==> src/rtl/fifo_serial_tx.sv <==
// Drains a first-word-fall-through FIFO onto a UART-style serial line:
// start bit, data LSB first, optional even parity, stop bit.
module fifo_serial_tx #(
  parameter int DATA_WIDTH   = 4,
  parameter int CLKS_PER_BIT = 16,
  parameter int PARITY_EN    = 0
) (
  input  logic                  clk,
  input  logic                  rst_n,
  input  logic                  enable,
  input  logic                  fifo_empty,
  input  logic [DATA_WIDTH-1:0] fifo_data,
  output logic                  fifo_r_en,
  output logic                  tx,
  output logic                  busy,
  output logic                  frame_done
);

  localparam int CW = $clog2(CLKS_PER_BIT);
  localparam int IW = $clog2(DATA_WIDTH + 1);
  localparam logic [CW-1:0] CNT_LAST = CW'(CLKS_PER_BIT - 1);
  localparam logic [IW-1:0] IDX_LAST = IW'(DATA_WIDTH - 1);

  typedef enum logic [2:0] {IDLE, START, DATA, PARITY, STOP} state_t;

  state_t                state;
  logic [CW-1:0]         clk_cnt;
  logic [IW-1:0]         bit_idx;
  logic [DATA_WIDTH-1:0] shreg;
  logic                  parity_bit;
  logic                  bit_end;
  logic                  pop;

  assign bit_end = (clk_cnt == CNT_LAST);

  // A new word may be taken when idle or in the final stop cycle, so frames chain with no gap.
  assign pop       = enable & ~fifo_empty & ((state == IDLE) | ((state == STOP) & bit_end));
  assign fifo_r_en = rst_n & pop;

  always_ff @(posedge clk or negedge rst_n) begin
    if (!rst_n) begin
      state      <= IDLE;
      clk_cnt    <= '0;
      bit_idx    <= '0;
      shreg      <= '0;
      parity_bit <= 1'b0;
      tx         <= 1'b1;
      busy       <= 1'b0;
      frame_done <= 1'b0;
    end else begin
      frame_done <= 1'b0;
      if (pop) begin
        state      <= START;
        clk_cnt    <= '0;
        shreg      <= fifo_data;
        parity_bit <= ^fifo_data;
        tx         <= 1'b0;
        busy       <= 1'b1;
        frame_done <= (state == STOP);
      end else if (state != IDLE) begin
        clk_cnt <= bit_end ? '0 : clk_cnt + CW'(1);
        if (bit_end) begin
          // Each transition loads tx with the level of the bit period that begins next cycle.
          case (state)
            START: begin
              state   <= DATA;
              bit_idx <= '0;
              tx      <= shreg[0];
              shreg   <= shreg >> 1;
            end
            DATA: begin
              if (bit_idx == IDX_LAST) begin
                if (PARITY_EN != 0) begin
                  state <= PARITY;
                  tx    <= parity_bit;
                end else begin
                  state <= STOP;
                  tx    <= 1'b1;
                end
              end else begin
                bit_idx <= bit_idx + IW'(1);
                tx      <= shreg[0];
                shreg   <= shreg >> 1;
              end
            end
            PARITY: begin
              state <= STOP;
              tx    <= 1'b1;
            end
            STOP: begin
              state      <= IDLE;
              tx         <= 1'b1;
              busy       <= 1'b0;
              frame_done <= 1'b1;
            end
            default: begin
              state <= IDLE;
              tx    <= 1'b1;
              busy  <= 1'b0;
            end
          endcase
        end
      end
    end
  end

endmodule

==> config.mk <==
export PLATFORM = sky130hd
export DESIGN_NAME = fifo_serial_tx
export DESIGN_NICKNAME = d
export VERILOG_FILES = /design/src/rtl/fifo_serial_tx.sv
export SDC_FILE = /design/constraint.sdc
export NUM_CORES = 1
export LEC_CHECK = 0
export CAP_MARGIN = 20
export CELL_PAD_IN_SITES_DETAIL_PLACEMENT = 1
export CELL_PAD_IN_SITES_GLOBAL_PLACEMENT = 2
export CORE_AREA = 4 4 56 58
export CTS_CLUSTER_DIAMETER = 120
export DETAILED_ROUTE_END_ITERATION = 16
export DIE_AREA = 0 0 60 62
export PLACE_DENSITY_LB_ADDON = 0.1
export SYNTH_ARGS = -nofsm -noshare
export SYNTH_HDL_FRONTEND = slang
export SYNTH_SLANG_ARGS = --single-unit
==> constraint.sdc <==
create_clock -name clk -period 2.3 [get_ports clk]
set_clock_uncertainty 0.05 [all_clocks]
set_input_delay 0.46 -clock clk [delete_from_list [all_inputs] [get_ports clk]]
set_output_delay 0.46 -clock clk [all_outputs]
set_load 0.03 [all_outputs]
Word level (Yosys, flattened, before mapping)
Index checks and enable logic that the tools add are counted.
{ "word_totals": {"output_inout_bits": 4, "ff_bits": 17, "in_bits": 8, "word_cells": 66} }
{ "classes": {"n_bitwise": 7, "muxes": 28, "add_sub_neg": 2, "reduce_logical": 12, "eq_ne": 10} }
{ "op_table": {"columns": ["operator", "n"], "rows": [
  ["$mux W4", 7],
  ["$mux W3", 5],
  ["$mux W1", 12],
  ["$eq A3 B2 Y1 const B", 3],
  ["$pmux W3 S3", 1],
  ["$pmux W4 S2", 1],
  ["$ne A3 B3 Y1 const B", 2],
  ["$pmux W3 S2", 1],
  ["$reduce_and A3 Y1", 2],
  ["$reduce_bool A2 Y1", 3],
  ["$reduce_bool A3 Y1", 2],
  ["$reduce_and A5 Y1", 1],
  ["$add A4 B1 Y4 const B", 1],
  ["$and A1 B1 Y1", 4],
  ["$eq A4 B4 Y1 const B", 1],
  ["$reduce_and A4 Y1", 1],
  ["$add A3 B1 Y3 const B", 1],
  ["$eq A3 B1 Y1 const B", 1],
  ["$eq A3 B3 Y1 const B", 1],
  ["$logic_not A3 Y1", 1],
  ["$reduce_or A3 Y1", 1],
  ["$ne A2 B1 Y1 const B", 1],
  ["$ne A2 B2 Y1 const B", 1],
  ["$not A1 Y1", 2],
  ["other kinds (3)", 3]
]} }

Longest topological paths before layout
Gate-level depths: netlist (run 1).
{ "depth": {"word_depth": 6, "ltp_mapped": 6, "depth_no_buf": 6} }

Worst setup path after synthesis (run 1)
No wires, ideal clock.
{ "synth_path": {"kind": "register -> output", "from": "register clk_cnt[0]", "to": "output port fifo_r_en", "path_stages_with_launch": 6, "slack_ns": 0.085, "path_buffers": 1, "t_arrival_ns": 1.705, "required_ns": 1.790, "cell_sequence": "dfrtp_1 > ha_1 > nand3_4 > a2111oi_4 > buf_2 > and2_1"} }
{ "synth_between": {"elab_chain_len": 5} }
{ "synth_lines": {"columns": ["item", "line_no", "text"], "rows": [
  ["from (decl)", "27", "logic [CW-1:0] clk_cnt;"],
  ["from (signal assigned)", "61", "clk_cnt <= bit_end ? '0 : clk_cnt + CW'(1);"],
  ["$eq A4 B4 Y1", "34", "assign bit_end = (clk_cnt == CNT_LAST);"],
  ["$and A1 B1 Y1", "37", "assign pop = enable & ~fifo_empty & ((state == IDLE) | ((state == STOP) & bit_end));"],
  ["$or A1 B1 Y1", "37", null],
  ["$and A1 B1 Y1", "37", null],
  ["$and A1 B1 Y1", "38", "assign fifo_r_en = rst_n & pop;"],
  ["to (decl)", "13", "output logic fifo_r_en,"]
]} }
No other way between the ends.

Final worst setup path (run 1)
{ "layout_path": {"from": "input port fifo_empty", "to": "output port fifo_r_en"} }
{ "layout_between": {"elab_chain_len": 4} }
{ "layout_lines": {"columns": ["item", "line_no", "text"], "rows": [
  ["from (decl)", "11", "input logic fifo_empty,"],
  ["$not A1 Y1", "37", null],
  ["$and A1 B1 Y1 (2 in a row)", "37", null],
  ["$and A1 B1 Y1", "38", null]
]} }
No other way between the ends.

==> results.toml, run 1 <==
[placed_design]
hpwl_um = 1500
port_buffers = 11
postPlaceCellArea_um2 = 1060
gp_congestion = 0.718

[job]
max-cap-violations = 0

[die]
rows = 19
core_area_um2 = 2660
fp.dieH_um = 62
die_area_um2 = 3720
ioPinCount = 12
die_w_um = 60
start_util = 0.328

[grt]
grt.total_usage = 0.119
grt_pass1_vias = 696
grt_max_degree = 18
antenna_found_initial = 0
grt_pass1_wl_um = 3240
overflow = 0

[power]
ir_worst_vdd_mv = 0.511
powerDensity_nw_per_um2 = 1110
p_leak_nw = 0.503

[worst_setup_path]
cp_max_fo = 2
path_class = "primary input to primary output"
cp.required_ns = 1.79
critPathArrivalTime_ns = 1.72
ff2ff_setup_slack_ns = 0.20
start_kind = "primary input"
crit_path_end_kind = "primary output"

[synth]
synth_mux_area_frac = 0.0458
syn_inst = 79
synth_cell_types = 27
synthSimpleGateAreaFrac = 0.172
synthesis.area_um2 = 875
syn_nets = 90
synth_compound_area_frac = 0.210
synthXorXnorAreaFrac = 0
synth.ff_latch_count = 17
synth_fa_ha_area_frac = 0.0429
yosys_warnings = 0
seq_area_frac_synth = 0.488
syn-mean-instance-area_um2 = 11.1
synth_top_family_by_area = "compound AO/OA/AOI/OAI gates"

[sta]
tightestPinTransition_ns = 0.407
period_needed_ns = 2.23
hold_viol = 0
fmax_mhz = 448
relSlewSlack = 0.729
maxSlewViolCount = 0
final.period_utilization = 0.970
setup_violations = 0

[detailed_routing]
dr.pass1.iters = 4
vias = 667
routed_wirelength_um = 2000
drt_iter0_markers = 10
drc = 0
route.antenna.remaining_nets = 0
vias_per_cell = 5.09
routedWlPerCell_um = 15.3

[layout]
final_cell_mix = "16 x dfrtp_1, 10 x clkdlybuf4s50_1, 10 x buf_4, 7 x nor2_1, 6 x a21o_1"
nNetsFinal = 112
area_delta_synth_final_pct = 26.6
final_design_area_no_fill_um2 = 1110
nFillCells = 309
final_common_cell = "dfrtp_1"
register_area_um2 = 427
multiInputGateArea_um2 = 424
drive_gt1_frac = 0.230
fin_util = 0.416
n_antenna_cell = 0

[clock_network]
cts_sinks = 17
htree_num_levels = 1
clockBufferDepth = 2
cts_tree = "built"
clk_latency_ns = 0.28
root_buffer = "clkbuf_4"
clk_pin_slew_worst_paths_ns = 0.11
ctsHoldBuffers = 0
cts_made_buffers = 3

[run_status]
status = "finished, final reports clean"

[worst_hold_path]
min_path_type = "flip-flop to flip-flop"
==> layout make-up <==
type / count / area share
well taps: 31 / 0.0350
clock inverters: 1 / 0.00452
flip-flops and latches: 17 / 0.385
repair buffers: 20 / 0.158
multi-input cells: 55 / 0.383
clock buffers: 3 / 0.0203
inverters: 4 / 0.0136
==> sequential cells by signal, summed over array words and instances, names as in the netlist <==
register    count
busy            1
frame_done      1
bit_idx         3
shreg           4
clk_cnt         4
state           3
tx              1
==> synthesized netlist by cell type <==
cell       number  share of area
nand2_1         4          0.017
ha_1            3          0.043
a311oi_1        1          0.010
dfrtp_1        16           0.46
nor2b_1         2          0.014
a22o_1          4          0.040
a211oi_4        1          0.023
and2_1          1         0.0072
buf_6           1          0.013
o21a_1          1         0.0086
nand2b_1        2          0.014
nand3_4         1          0.020
or3b_4          1          0.013
dfstp_2         1          0.030
nor2_2          1         0.0072
o21ai_0         4          0.023
mux2_4          2          0.034
inv_1           4          0.017
buf_2           2          0.011
a2111oi_4       1          0.031
nand3_1         1         0.0057
a21oi_1         4          0.023
nor2_1          7          0.030
mux2i_1         1          0.011
nor3_1          5          0.029
nand4_1         2          0.014
a21o_1          6          0.051
==> power breakdown <==
group	total [mW]	internal [mW]	switching, mW
registers	0.533	0.418	0.115
logic	0.541	0.278	0.263
clock network	0.158	0.0644	0.0936
total	1.23	0.760	0.472
==> kinds of logic after synthesis <==
| group | count (synthesis) |
|---|---|
| compound gates | 22 |
| fa+ha+maj | 3 |
| buf+inv | 7 |
| flops | 17 |
| mux | 3 |
| simple gates | 27 |
==> worst max-delay path, stage by stage <==
cell and delay [ns]:
clkdlybuf4s50_1 0.39, nand2b_1 0.19, a2111oi_4 0.35, and2_1 0.18
buf_4 0.16
==> path summary, 6_finish.rpt <==
| check | start | to | cells after the start |
|---|---|---|---|
| setup / recovery | fifo_empty | fifo_r_en | 5 |
| min in group asynchronous | rst_n | bit_idx[1] | 2 |
| setup reg to reg | bit_idx[0] | bit_idx[2] | 6 |
| hold reg to reg | shreg[0] | shreg[0] | 1 |
| max in group asynchronous | rst_n | tx | 2 |
| hold / removal | shreg[0] | shreg[0] | 1 |
==> repair_timing <==
action / in CTS / in global routing
endpoints found under the hold margin: 0 / 0
resized for setup: 1 / 1
endpoints found under the setup margin: 1 / 1
setup buffers: 0 / 1
pin swaps: 0 / 0
==> stage by stage <==
| step | hold WS, ns | TNS, ns | cells | worst slack, ns | power [mW] |
|---|---|---|---|---|---|
| detailed placement | 0.426 | 0 | 126 | 0.0550 | 1.05 |
| finish | 0.447 | 0 | 131 | 0.0700 | 1.23 |
| floorplan | 0.114 | 0 | 79 | 0.0853 | 0.876 |
| CTS | 0.452 | 0 | 130 | 0.0326 | 1.22 |
| global route | 0.465 | -0.00172 | 131 | -0.00172 | 1.33 |
| global placement | 0.411 | 0 | 126 | 0.0677 | 1.03 |
==> metal layers <==
layer	GRT usage	share of wire
met3	0.0186	0.021
met5	0	0
met2	0.202	0.51
met4	0.0570	0.0085
met1	0.148	0.46
No activity file was read; power rests on OpenSTA's default activity.
==> run 2, diff against run 1 <==
PLACE_DENSITY = 0.75   (was default)
PLACE_DENSITY_LB_ADDON = default   (was 0.1)
==> results.toml, run 2 (synthesized netlist as in run 1, its figures left out) <==
[layout]
drive_gt1_frac = 0.252
instances_no_fill = 134
final_common_cell = "dfrtp_1"
final_design_area_no_fill_um2 = 1130
area_delta_synth_final_pct = 29.2
n_antenna_cell = 0
final_cell_mix = "16 x dfrtp_1, 13 x buf_4, 10 x clkdlybuf4s50_1, 7 x nor2_1, 6 x a21o_1"
largestRegisters = "clk_cnt (4), shreg (4)"
fin_util = 0.424
nNetsFinal = 115

[die]
start_util = 0.328
core_area_um2 = 2660
rows = 19
die_w_um = 60
fp.dieH_um = 62
die_area_um2 = 3720
ioPinCount = 12

[clock_network]
root_buffer = "clkbuf_4"
cts_made_buffers = 3
ctsHoldBuffers = 0
clockBufferDepth = 2
clk_pin_slew_worst_paths_ns = 0.11
htree_num_levels = 1
clk_latency_ns = 0.29
cts_sinks = 17
cts_tree = "built"

[worst_hold_path]
hold_path_depth = 1
min_path_type = "flip-flop to flip-flop"

[worst_setup_path]
reg2regPathDepth = 6
crit_path_end_kind = "primary output"
path_class = "primary input to primary output"
cp.required_ns = 1.79
critPathArrivalTime_ns = 1.72
ff2ff_setup_slack_ns = 0.20
cp_max_fo = 2
start_kind = "primary input"

[power]
p_total_mw = 1.24
power_switching_share = 0.379
p_leak_nw = 0.520
ir_worst_vdd_mv = 0.522
power_frac_comb = 0.445
intPower_uw = 768
power_frac_seq = 0.424
powerDensity_nw_per_um2 = 1090
p_switching_uw = 469
clkPwrFrac = 0.131

[sta]
setup_violations = 0
hold_viol = 0
maxSlewViolCount = 0
fmax_mhz = 449
grt_setup_unrepaired = "true"
tightestPinTransition_ns = 0.382
worst_slack_ns = 0.0718
period_needed_ns = 2.23
final.period_utilization = 0.969
relSlewSlack = 0.745

[grt]
grt.total_usage = 0.124
grt_pass1_vias = 768
overflow = 0
antenna_found_initial = 0
grt_pass1_wl_um = 3330
grt_max_degree = 18

[detailed_routing]
drt_iter0_markers = 10
vias_per_cell = 5.01
vias = 672
drc = 0
routed_wirelength_um = 1930
route.antenna.remaining_nets = 0
routedWlPerCell_um = 14.4
dr.pass1.iters = 2

[placed_design]
dp_slack_ns = 0.0556
dpl.cell_count = 127
hpwl_um = 1430
gp_congestion = 0.800
port_buffers = 11
postPlaceCellArea_um2 = 1070

[run_status]
status = "finished, final reports clean"

[job]
max-cap-violations = 0
[run 2: cell types whose count changed in the layout (fill, tap and decap cells not counted), sizes merged]
| cell | change |
|---|---|
| buf | +3 |
[run 2: repair_timing]
| action | 4_1_cts | 5_1_grt |
|---|---|---|
| pin swaps | 0 | 1 |
| buffers inserted | 1 | 2 |
| gates cloned | 0 | 0 |
| endpoints found under the setup margin | 1 | 3 |
| gates resized for setup | 1 | 1 |
[run 2: final timing paths]
check                      startpoint    endpoint
hold reg to reg              shreg[0]    shreg[0]
setup reg to reg           bit_idx[0]  bit_idx[2]
setup / recovery           fifo_empty   fifo_r_en
hold / removal               shreg[0]    shreg[0]
max in group asynchronous       rst_n          tx
min in group asynchronous       rst_n        busy
[run 2: final cells by class]
class                      instances  area (um^2)
fill                             323         1530
sequential                        17          427
multi-input combinational         55          424
timing repair buffer              23          198
tap                               31         38.8
clock buffer                       3         22.5
inverter                           4         15.0
clock inverter                     1         5.00
[run 2: per-stage QoR]
step / hold slack [ns] / setup TNS, ns
final: 0.439 / 0
after detailed placement: 0.417 / 0
after global routing: 0.447 / -0.00210
after floorplan: 0.114 / 0
after global placement: 0.412 / 0
after CTS: 0.443 / 0
[run 2: metal layers]
| metal | track usage | part of all wire | vias to the layer above |
|---|---|---|---|
| met3 | 0.0331 | 0.042 | 2 |
| met5 | 0 | 0 | - |
| met2 | 0.218 | 0.49 | 11 |
| met4 | 0.0696 | 0.013 | 0 |
| met1 | 0.135 | 0.45 | 327 |
| li1 | - | - | 332 |
[run 2: worst max-delay path: stages]
cell	delay [ns]
clkdlybuf4s50_1	0.40
nand2b_1	0.19
a2111oi_4	0.35
and2_1	0.17
buf_4	0.15
[run 2: power by group through the flow]
stage          Clock [mW]  Combinational (mW)  Sequential, mW
2_1_floorplan           0               0.336           0.540
3_3_place_gp            0               0.500           0.523
3_5_place_dp            0               0.523           0.528
4_1_cts             0.170               0.545           0.520
5_1_grt             0.187               0.619           0.545
6_report            0.162               0.551           0.524
==> variant: new RTL, settings of run 1 <==
`DATA_WIDTH`: 4 -> 2.
--- a/src/rtl/fifo_serial_tx.sv
+++ b/src/rtl/fifo_serial_tx.sv
@@ -1,7 +1,7 @@
 // Drains a first-word-fall-through FIFO onto a UART-style serial line:
 // start bit, data LSB first, optional even parity, stop bit.
 module fifo_serial_tx #(
-  parameter int DATA_WIDTH   = 4,
+  parameter int DATA_WIDTH   = 2,
   parameter int CLKS_PER_BIT = 16,
   parameter int PARITY_EN    = 0
 ) (
Ports: changed (resized fifo_data); port bits go from 12 to 10. No check against the original RTL was run, so the function may have changed too.
==> variant against run 1 <==
Wire length down 14%. Critical endpoint unchanged. Final cell count down 7.6%. Sequential cell count down 3. Synthesized area down 19%. Worst setup slack better by 0.021 ns. Final area down 18%. Global-route usage down 0.18 points. Die area unchanged.
Power is not compared: it rests on default switching activity, and its combinational part moved more than twofold at a synthesized area within 25%.
==> variant: results (changes against run 1) <==
| Result | Reported | Change |
|:---|:---|:---|
| Layout filler cell count | 322 | +4.2% |
| Internal portion of total power | 0.3561 mW |  |
| Final Non-Filler Cells | 121 | -7.6% |
| Drt first pass iters | 3 | -1 |
| Final net count | 99 | -12% |
| Inverters, non-clock | 3 | -1 |
| Count of multi-input combinational gates | 54 | -1.8% |
| Place WS | 0.09609 ns | +0.04113 ns |
| Diode insertion count for antenna repair | 0 | unchanged |
| Share of async-settable or async-resettable flops after synthesis | 1.000 | unchanged |
| Count of input and output buffers | 9 | -2 |
| Clock distribution area overhead in the final layout | 0.03989 | +0.01503 |
| Maximum number of buffers from clock root to sink | 2 | unchanged |
| Clock buffer count from CTS | 3 | unchanged |
| Fraction of layout cells with a size suffix above 1 | 0.1556 | -0.07444 |
| Clock-pin slew of the registers on the worst-case setup and hold paths | 0.09 ns | -0.02 ns |
| Portion of the layout cell area used by non-clock buffers | 0.1458 | -0.01239 |
| Outcome | finished, final reports clean |  |
| Routed Wire Length | 1731 um | -14% |
| Overall fraction of global-route tracks in use | 0.1173 | -0.001813 |
| Endpoint arrival time on the critical path | 1.70 ns | -0.02 ns |
| Cell area after placement | 873.3 sq um | -18% |
| DP HPWL | 1285 um | -15% |
| Post-Synthesis Cells | 73 | -7.6% |
| Net Count, Synth | 81 | -10% |
| Post-synth top cells | 13 x dfrtp_1, 8 x nand2_1, 6 x nor2_1, 6 x o21ai_0 |  |
| Biggest area contributors in the synthesized netlist | dfrtp_1 46%, o21ai_0 4.2%, nand2_1 4.2%, dfstp_2 3.7%, xnor2_1 3.7% |  |
| Final Core Density | 0.3416 | -0.07425 |
| Multi-input gate share of total cell area | 0.3728 | -0.01029 |
| Post-synthesis sequential area ratio | 0.4938 | +0.006009 |
| RD Place Congestion | 0.6941 | -3.3% |
| Biggest registers after layout | clk_cnt x4, state x3 |  |
| Count of clock-net buffers in the final layout | 4 | +1 |
| First-pass GRT wire length | 3153 um | -2.8% |
| Slowest stage cell, crit path | clkdlybuf4s50_1 |  |
| Register cell area after layout | 351.6 sq um | -18% |
| Overall via count from detail_route | 613 | -8.1% |
| Post_cts resized | 0 | -1 |
| Slowest cell delay on critical path | 0.47 ns | +0.08 ns |
| Non-Clock Buffer Count | 15 | -25% |
| Largest net degree at the start of global routing | 15 | -3 |
| DR iter-0 viols | 6 | -4 |
| Count of different cell masters after synthesis | 29 | +7.4% |
| CTS Root Cell | clkbuf_4 |  |
| Number of global-route vias before repair | 674 | -3.2% |
| Worst slew pin tran | 0.3673 ns | -0.03924 ns |
| Number of clock sinks seen by CTS | 14 | -3 |
variant: final timing paths:
check,from,to,cells after the start,slack (ns)
worst max-delay path,enable,fifo_r_en,5,0.09
worst min-delay path,tx,tx,2,0.46
worst max register to register,bit_idx[0],bit_idx[0],5,0.49
worst min register to register,tx,tx,2,0.46
max in group asynchronous,rst_n,tx,2,1.43
min in group asynchronous,rst_n,state[2],2,0.52
variant: kinds of logic after synthesis:
group | share of synthesized area
muxes | 0.01406
AOI/OAI and AO/OA | 0.1968
buffers and inverters | 0.02988
adders and majority gates | 0.03514
and+or+nand+nor | 0.1933
DFF | 0.4939
xor gates and xnor gates | 0.03691
variant: tightest hold or removal path: stages, from the launching register on:
cell,delay [ns]
dfstp_2,0.38
nor2_1,0.09
a21oi_1,0.04
variant: routing by layer:
metal,routed length (um),vias up,global-route usage,part of all wire
met5,0,-,0,0
met4,16,0,0.04747,0.0092
met3,77,2,0.02686,0.044
met2,786,9,0.1836,0.45
met1,850,309,0.1564,0.49
li1,-,293,-,-
